==> config.mk <==
export PLATFORM = sky130hd
export DESIGN_NAME = my_mux_nway_rr
export DESIGN_NICKNAME = d
export VERILOG_FILES = /design/src/rtl/my_mux_nway_rr.sv
export SDC_FILE = /design/constraint.sdc
export NUM_CORES = 1
export LEC_CHECK = 0
export ABC_CLOCK_PERIOD_IN_PS = 12000
export CAP_MARGIN = 25
export CORE_ASPECT_RATIO = 0.5
export CORE_UTILIZATION = 45
export DETAILED_ROUTE_END_ITERATION = 7
export PLACE_DENSITY = 0.88
export SYNTH_ARGS = -nofsm -noshare
export SYNTH_HDL_FRONTEND = slang
export SYNTH_SLANG_ARGS = --single-unit
==> constraint.sdc <==
create_clock -name clk_i -period 12 [get_ports clk_i]
set_input_delay 3 -clock clk_i [delete_from_list [all_inputs] [get_ports clk_i]]
set_output_delay 3 -clock clk_i [all_outputs]
set_load 0.02 [all_outputs]
==> src/rtl/my_mux_nway_rr.sv <==
// N-channel registered mux with valid/ready on every channel; selection is either
// fixed (sel_i) or round-robin per cycle, and accepted words are counted.
module my_mux_nway_rr #(
  parameter  int WIDTH = 16,
  parameter  int N     = 8,
  localparam int SELW  = $clog2(N)
) (
  input  logic                 clk_i,
  input  logic                 reset_i,
  input  logic [N*WIDTH-1:0]   in_data_i,
  input  logic [N-1:0]         in_valid_i,
  output logic [N-1:0]         in_ready_o,
  input  logic [SELW-1:0]      sel_i,
  input  logic                 mode_i,
  output logic [WIDTH-1:0]     out_data_o,
  output logic [SELW-1:0]      out_chan_o,
  output logic                 out_valid_o,
  input  logic                 out_ready_i,
  output logic [15:0]          xfer_count_o
);

  logic [N-1:0][WIDTH-1:0] ch;
  logic [WIDTH-1:0]        out_data_q, out_data_d;
  logic [SELW-1:0]         out_chan_q, out_chan_d;
  logic                    out_valid_q, out_valid_d;
  logic [SELW-1:0]         ptr_q, ptr_d;
  logic [15:0]             xfer_q, xfer_d;
  logic                    load, gnt_vld;
  logic [SELW-1:0]         gnt, idx;
  int                      pos;

  assign ch   = in_data_i;
  assign load = !out_valid_q || out_ready_i;

  // Round-robin scans high offset to low so the last hit is the first channel
  // at or after ptr_q; selects at or beyond N never match any channel.
  always_comb begin
    gnt_vld = 1'b0;
    gnt     = '0;
    idx     = '0;
    pos     = 0;
    if (!mode_i) begin
      for (int i = 0; i < N; i++)
        if (sel_i == SELW'(i) && in_valid_i[i]) begin
          gnt_vld = 1'b1;
          gnt     = SELW'(i);
        end
    end else begin
      for (int k = N-1; k >= 0; k--) begin
        pos = int'(ptr_q) + k;
        if (pos >= N) pos = pos - N;
        idx = SELW'(pos);
        if (in_valid_i[idx]) begin
          gnt_vld = 1'b1;
          gnt     = idx;
        end
      end
    end
  end

  // Reset masks the handshake so no word is consumed on a reset edge.
  for (genvar i = 0; i < N; i++) begin : g_rdy
    assign in_ready_o[i] = !reset_i && load && gnt_vld && (gnt == SELW'(i));
  end

  always_comb begin
    out_data_d  = out_data_q;
    out_chan_d  = out_chan_q;
    out_valid_d = out_valid_q;
    ptr_d       = ptr_q;
    xfer_d      = xfer_q;
    if (load) begin
      out_valid_d = gnt_vld;
      if (gnt_vld) begin
        out_data_d = ch[gnt];
        out_chan_d = gnt;
        xfer_d     = xfer_q + 16'd1;
        ptr_d      = (gnt == SELW'(N-1)) ? '0 : gnt + SELW'(1);
      end
    end
  end

  always_ff @(posedge clk_i) begin
    if (reset_i) begin
      out_data_q  <= '0;
      out_chan_q  <= '0;
      out_valid_q <= 1'b0;
      ptr_q       <= '0;
      xfer_q      <= '0;
    end else begin
      out_data_q  <= out_data_d;
      out_chan_q  <= out_chan_d;
      out_valid_q <= out_valid_d;
      ptr_q       <= ptr_d;
      xfer_q      <= xfer_d;
    end
  end

  assign out_data_o   = out_data_q;
  assign out_chan_o   = out_chan_q;
  assign out_valid_o  = out_valid_q;
  assign xfer_count_o = xfer_q;

endmodule

==> results of run 1 <==
==> layout make-up <==
type / count / area share (%)
multi-input cells: 361 / 47.3
repair buffers: 189 / 32.8
flip-flops and latches: 39 / 13.6
well taps: 112 / 2.44
clock buffers: 6 / 2.42
inverters: 13 / 0.850
clock inverters: 2 / 0.610
==> power by group through the flow <==
| stage | sequential (mW) | combinational (mW) | clock, mW |
|---|---|---|---|
| CTS | 0.189 | 0.796 | 0.156 |
| global placement | 0.189 | 0.774 | 0 |
| global route | 0.194 | 0.862 | 0.163 |
| finish | 0.189 | 0.805 | 0.156 |
| detailed placement | 0.191 | 0.788 | 0 |
| floorplan | 0.212 | 0.563 | 0 |
==> layer usage <==
| metal | share of wire [%] | up-vias |
|---|---|---|
| li1 | - | 2007 |
| met4 | 2.0 | 0 |
| met1 | 40 | 2056 |
| met5 | 0 | - |
| met3 | 7.4 | 27 |
| met2 | 50 | 213 |
==> worst max-delay path by stage <==
stage,startpoint,to,cells past startpoint
3_5_place_dp,in_valid_i[7],in_ready_o[7],12
6_report,in_valid_i[7],in_ready_o[7],12
5_1_grt,in_valid_i[7],in_ready_o[3],12
3_3_place_gp,in_valid_i[7],in_ready_o[7],12
2_1_floorplan,in_valid_i[0],in_ready_o[3],12
4_1_cts,in_valid_i[7],in_ready_o[7],12
==> sequential cells by signal (all words and copies together) (netlist names) <==
signal	flops
out_chan_o	3
out_data_o	16
out_valid_o	1
ptr_q	3
xfer_count_o	16
==> cell usage in the layout, fill, tap and decap left out, drive strengths merged, types with 7 or more instances in the layout <==
cell           instances
clkdlybuf4s50        186
nand2                 75
mux2i                 47
nor2                  40
dfxtp                 39
a32oi                 25
a21oi                 24
mux4                  15
inv                   13
a32o                  12
mux2                  11
xor2                  10
nand3                  9
a211oi                 9
a2bb2oi                8
o21ai                  8
nor3                   7
and3                   7
==> metrics by stage <==
stage | hold WS [ns] | worst slack, ns | utilization [%]
6_report | 0.472 | 2.04 | 71.5
5_1_grt | 0.480 | 1.83 | 71.5
3_3_place_gp | 0.446 | 2.21 | 69.3
2_1_floorplan | 0.544 | 3.52 | -
4_1_cts | 0.467 | 2.11 | 71.5
3_5_place_dp | 0.453 | 2.10 | 69.3
==> kinds of logic (layout without fill, tap and decap cells) <==
logic type | Yosys count | after routing | share of synthesized area (%)
mux | 73 | 73 | 24.8
buf+inv | 52 | 210 | 6.93
simple gates | 155 | 155 | 18.3
xor+xnor | 16 | 16 | 3.73
fa+ha+maj | 4 | 4 | 1.33
compound gates | 113 | 113 | 24.0
flops | 39 | 39 | 20.8
==> flow_results.org, run 1 <==
** Yosys
- By instance count, the leading cell after synthesis is sky130_fd_sc_hd__nand2_1.
- Mapped Nets :: between 500 and 600
- Of the synthesized area, sequential elements account for approximately a fifth.
- In this run the mean area of a mapped cell was between 8 and 9 um2.
- Dominant register cell in the synthesized netlist :: sky130_fd_sc_hd__dfxtp_1
- Number of enable-type register cells in the synthesized netlist :: 0
- The top cell type by area accounts for a little over a fifth of the synthesized area.
- Fraction of registers with async set/reset :: 0%
- Cell type with the largest total area after synthesis :: sky130_fd_sc_hd__dfxtp_1
- Register bit count reported by yosys :: 39
- The cell area that synthesis handed to floorplanning was roughly 3800 um2.
- Synthesis produced 452 cells.
- Number of distinct library cells after synthesis :: 55
- For this run, the number of Yosys warnings is 0.
- Top cells by count, synth :: sky130_fd_sc_hd__nand2_1, sky130_fd_sc_hd__mux2i_1, sky130_fd_sc_hd__dfxtp_1, sky130_fd_sc_hd__nor2_1, sky130_fd_sc_hd__a32oi_1
- Yosys attributes the largest share of cell area to sky130_fd_sc_hd__dfxtp_1, sky130_fd_sc_hd__mux2i_1, sky130_fd_sc_hd__mux4_2, sky130_fd_sc_hd__nand2_1, sky130_fd_sc_hd__a32oi_1.

** Floorplanning
- The die covers roughly 8700 um2.
- Once the floorplan was initialized, standard cells occupied 46.8% of the core.
- Die width :: ~130 um
- In this run the standard cell core region covers around 8000 um2.
- In this run the core area contains 23 standard-cell rows.
- around 190 I/O pins were placed.
- From bottom edge to top edge, the die measures 66.6 um.

** Timing
- After layout, the minimum clock period comes to about 10 ns.
- Across the routed clock network, the largest skew measured is between 0.007 and 0.008 ns.
- Max-slew violation total from the final report :: 0
- Slew headroom :: around a third
- For the pin with the worst max-slew slack, the measured transition is slightly above 1 ns.
- Hold violation total from the final report :: 0
- Setup violations remaining at the end of the flow were counted as 0.
- After routing, the total negative slack on setup checks comes to 0 ns.
- Final period util :: a little over 80%
- Fmax achieved :: roughly 100 MHz
- Setup repair after global routing left no endpoint under its margin.

** Global route
- The number of antenna violations at the first check in global routing is 0.
- GR Layer Usage met1 :: between 30% and 40%
- Global Route met2 Usage :: approximately half
- Summed over all layers, the global routing overflow is 0.
- The number of global-route vias before repair is 3923.
- Wire length of the first global-routing pass :: 19.6 mm
- Total routing usage reported by global routing :: 28.2%
- Maximum number of pins on one net before global-route repair :: between 50 and 60
- For this run, global-route usage on met3 was measured as 4.41%.
- In this run the most used layer during global routing was met2.

** Critical path
- Counting cells, the worst reg-to-reg path comes to 11.
- The signal on the critical path passes through clkdlybuf4s50_1 -> mux4_2 -> mux2_2 -> and3_1 -> o21ai_1 -> nand3_1 -> o21ai_4 -> inv_2 -> ha_1 -> inv_1 -> nor2_1 -> clkdlybuf4s50_1.
- Crit path largest cell delay :: 0.61 ns
- Critical path buffers and inverters :: 4
- On the critical path, the stage with the largest delay is an instance of sky130_fd_sc_hd__clkdlybuf4s50_1.
- In this design, the largest share of critical-path delay is due to buffers and inverters.
- The worst setup path is launched from an input port.
- Highest net fanout along the worst path :: 28
- Cell type with the highest occurrence count on the critical path :: sky130_fd_sc_hd__clkdlybuf4s50_1
- At the worst endpoint, the required time is 9.00 ns.
- Endpoint of the most critical register-to-register path :: out_data_o[11]
- Setup slack, reg-to-reg :: 6.82 ns
- Critical path class :: input port to output pin
- Crit path DAT :: 6.96 ns
- The worst register-to-register path begins at ptr_q[0].
- Type of destination of the critical path :: output pin

** Pwr
- VDD sags by at most 136 uV.
- Total Power :: about 1.2 mW
- Sequential share of power :: roughly 16%
- Int Pwr :: just over 0.6 mW
- Combinational Power Share :: between 70% and 80%
- Leak pwr :: ~2.1 nW
- Summed over all nets, the switching power comes to 0.529 mW.
- In this run switching power makes up between 40% and 50% of total power.
- The clock network burns 13.5% of the power.
- Cell Pwr Density :: 200 nW/um2

** CTS
- For the worst-skew pair, the clock arrives at the later sink with an insertion delay of 0.28 ns.
- In this run the clock root is driven by a sky130_fd_sc_hd__clkbuf_16.
- TritonCTS built the clock tree.
- In this run the deepest clock path goes through 2 buffers.
- Clk slew on worst S/H paths :: about 0.060 ns
- Post-CTS setup buffers :: 0
- The clock tree synthesis step divided the H-tree into 2 levels.
- Hold-fix buffers at CTS :: 0
- Post-CTS repair changed the size of 0 cells.
- Number of clock buffers inserted by TritonCTS :: 5
- Number of clock sinks :: 39

** Routing
- Routed length per instance :: between 15 and 20 um
- Using the TritonRoute via totals, the vias-per-cell ratio works out to between 5 and 6.
- In this run the remaining antenna-violating nets after routing total 0.
- For this block, the routed nets add up to about 13 mm of wire.
- Drt initial violations :: 379
- For this block, the via count after detailed routing is 4303.
- After detailed routing, the number of remaining DRC violations is 0.
- The first TritonRoute pass finished after 5 iterations.

** Job
- Max Cap Violations :: 0

** Cells and area
- Nets@finish :: ~760
- Layout cell share with drive strength beyond 1 :: approximately 8.2%
- Fill cells in the final layout number about 600.
- After routing the design area is 5740 um2.
- Area occupied by multi-input gates :: 2710 um2
- Area occupied by registers :: just under 800 um2
- Post-route non-filler standard cell count :: ~720
- The area growth from synthesis to layout is 52.9%.
- The number of antenna diodes in the final layout is 0.

** Placed design
- Summed over all nets, the half-perimeter wirelength after detailed placement is 9.74 mm.
- Cell area reported after detailed placement :: about 5600 um2
- Post-placement cell count :: around 700
- During placement, the flow inserted port buffers numbering ~190.
- Routability-driven placement finished with a final weighted congestion of around 0.91.

** Worst hold path
- Count of cells along the worst hold path :: 1
- Worst hold endpoint :: out_data_o[5]
- The startpoint identified for the worst hold timing path is out_data_o[5].
- Type of the worst min-delay path :: flop to flop

** Outcome
- The run finished with clean final reports.
No activity file was read; power rests on OpenSTA's default activity.
==> run 2: changes to the inputs <==
ABC_CLOCK_PERIOD_IN_PS = 10250   (was 12000)
CORE_UTILIZATION = 41   (was 45)
PLACE_DENSITY = 0.82   (was 0.88)
clock period = 10.25 ns   (was 12 ns; I/O delays follow)
==> run 2 against run 1 <==
Against the previous run: power is 16% higher; worst hold slack got worse by 0.0082 ns; highest routed layer unchanged; worst setup slack worse by 0.61 ns; sequential share of layout area hardly changed; cell count grew 0.69%; die area increased by 9.5%; clock power up 10%; largest power group unchanged.
==> flow_results.org, run 2 (synthesis results as in run 1) <==
** Floorplanning
- Initial core utilization :: 42.7%
- Chip Height :: approximately 70 um
- The floorplan step defined a die boundary enclosing 9570 um2.
- Placeable core area :: 8800 um2
- In this run the core area contains 24 standard-cell rows.
- The die is 137 um wide.
- I/O pin count :: approximately 190

** Routing
- Total wirelength of the detailed-routed design :: approximately 13 mm
- Once detail routing completed, the nets flagged for antenna violations numbered 0.
- The routed layout has between 4k and 5k vias.
- Drt initial violations :: around 220
- Remaining design rule violation count :: 0
- Routed vias/inst :: approximately 5.8
- The first TritonRoute pass finished after 5 iterations.
- Routed length per instance :: roughly 17 um

** Timing
- Total negative setup slack :: 0 ns
- Hold violation total from the final report :: 0
- Headroom to the max-slew limit came out at 31.1%.
- Final period util :: approximately 86%
- Setup repair after global routing left no endpoint under its margin.
- Final-report setup violation count :: 0
- Post-route setup slack :: around 1.4 ns
- On the final layout, the worst clock skew is about 0.0066 ns.
- The final number of max-transition violations came to 0.
- For this run, the top clock speed supported by timing is between 100 and 150 MHz.
- Minimum clock period :: between 8 and 9 ns
- For the pin with the worst max-slew slack, the measured transition is 1.03 ns.
- Worst hold slack :: about 0.46 ns

** CTS
- The tree is rooted in a sky130_fd_sc_hd__clkbuf_16.
- Number of clock sinks :: 39
- TritonCTS built the clock tree.
- Hold-fix buffers at CTS :: 0
- Gates resized during post-CTS repair numbered 0.
- No sink is reached through more buffers than the 2 on the longest clock path.
- In this run the number of H-tree levels came out at 2.
- The later pin in the worst-skew pair is clocked with a latency of between 0.2 and 0.3 ns.
- Clock-pin slew was measured on the worst setup and hold paths at ~0.060 ns.
- Buffers inserted during clock tree synthesis total 5.
- Post-CTS setup buffers :: 0

** Critical path
- Type of destination of the critical path :: output pin
- STA classifies the critical path startpoint as an input port.
- Counting cells, the worst reg-to-reg path comes to 11.
- Required time at the endpoint of the critical path :: 7.69 ns
- Endpoint of the most critical register-to-register path :: out_data_o[10]
- Across all register-to-register paths, the minimum setup slack is around 5.3 ns.
- The startpoint identified for the worst register-to-register timing path is ptr_q[0].
- Critical path class :: input port to output pin
- STA puts the critical path data arrival time at approximately 6.3 ns.
- Highest net fanout along the worst path :: 28

** Cells and area
- The finished cells cover ~5700 um2.
- For this run, the number of standard cells in the final layout without fillers is just over 700.
- Most frequent cells in the layout :: sky130_fd_sc_hd__clkdlybuf4s50_1, sky130_fd_sc_hd__nand2_1, sky130_fd_sc_hd__mux2i_1
- Once layout is complete, the utilization of the core stands at 65.2%.
- Layout cell share with drive strength beyond 1 :: under 10%
- Antenna Diode Count :: 0
- After the last flow step, the layout net total stands at ~760.
- Leading cell type in the layout, fill and taps excluded :: sky130_fd_sc_hd__clkdlybuf4s50_1
- Area growth syn-to-layout :: 52.9%

** Placed design
- Total of buffers placed on input and output ports :: approximately 190
- Cell area reported after detailed placement :: between 5000 and 6000 um2
- Final Wtd Congestion :: 0.888
- In this run, placement finished with an instance count of between 700 and 800.
- Prior to clock tree synthesis, the placed netlist has a worst setup slack of around 1.5 ns.
- Detailed placement ended at an HPWL of 9.84 mm.

** Pwr
- Total power for the finished layout comes to approximately 1.3 mW.
- The worst-case IR drop observed on VDD is between 150 and 200 uV.
- In this run the power density over the cells is ~230 nW/um2.
- For this design the static power due to leakage is around 2.1 nW.

** Global route
- The number of global-route vias before repair came to approximately 4.1k.
- The number of antenna violations at the first check in global routing is 0.
- Total routing usage reported by global routing :: between 20% and 30%
- Total overflow reported by the global router :: 0
- Entering global routing, the biggest net connects 65 pins.
- Wire length of the first global-routing pass :: 20.3 mm

** Worst hold path
- The worst hold path belongs to the class flop to flop.
- The startpoint identified for the worst hold timing path is out_data_o[4].
- Worst hold endpoint :: out_data_o[4]
- Count of cells along the worst hold path :: 1

** Outcome
- Outcome :: complete, no violations

** Job
- Max Cap Violations :: 0
[run 2: cell types whose count changed in the layout (fill, tap and decap cells not counted), sizes merged]
cell and change:
buf +1, clkinv -1
[run 2: worst max path at each step]
stage,from,end,slack [ns],cells past startpoint
6_report,in_valid_i[7],in_ready_o[7],1.44,12
3_3_place_gp,in_valid_i[3],in_ready_o[7],1.56,12
4_1_cts,in_valid_i[3],in_ready_o[7],1.46,12
3_5_place_dp,in_valid_i[7],in_ready_o[7],1.47,12
2_1_floorplan,in_valid_i[0],in_ready_o[3],2.65,12
5_1_grt,in_valid_i[7],in_ready_o[7],1.23,12
[run 2: worst max-delay path, stage by stage]
cell,delay [ns]
sky130_fd_sc_hd__clkdlybuf4s50_1,0.58
sky130_fd_sc_hd__mux4_2,0.61
sky130_fd_sc_hd__mux2_2,0.31
sky130_fd_sc_hd__and3_1,0.19
sky130_fd_sc_hd__o21ai_1,0.15
sky130_fd_sc_hd__nand3_1,0.14
sky130_fd_sc_hd__o21ai_4,0.64
sky130_fd_sc_hd__inv_2,0.09
sky130_fd_sc_hd__ha_1,0.24
sky130_fd_sc_hd__inv_1,0.12
sky130_fd_sc_hd__nor2_1,0.07
sky130_fd_sc_hd__clkdlybuf4s50_1,0.53
[run 2: power breakdown]
part           internal, mW  total (mW)  switching, mW  leakage [nW]
Combinational         0.421       0.937          0.516          1.66
Sequential            0.189       0.221         0.0322         0.320
Clock                 0.114       0.172         0.0589        0.0769
Total                 0.723        1.33          0.607          2.05
[run 2: final cells by class]
class / instances / area, um2
multi-input combinational: 361 / 2710
clock buffer: 6 / 129
sequential: 39 / 781
clock inverter: 1 / 30.0
fill: 760 / 3060
timing repair buffer: 190 / 1890
tap: 117 / 146
inverter: 13 / 48.8
[run 2: layer usage]
metal  global-route usage (%)  vias up  share of wire, %
li1                         -     2007                 -
met5                        0        -                 0
met1                     34.2     1992                42
met2                     46.7      164                50
met3                     5.26       18               6.7
met4                     5.74        0               1.5
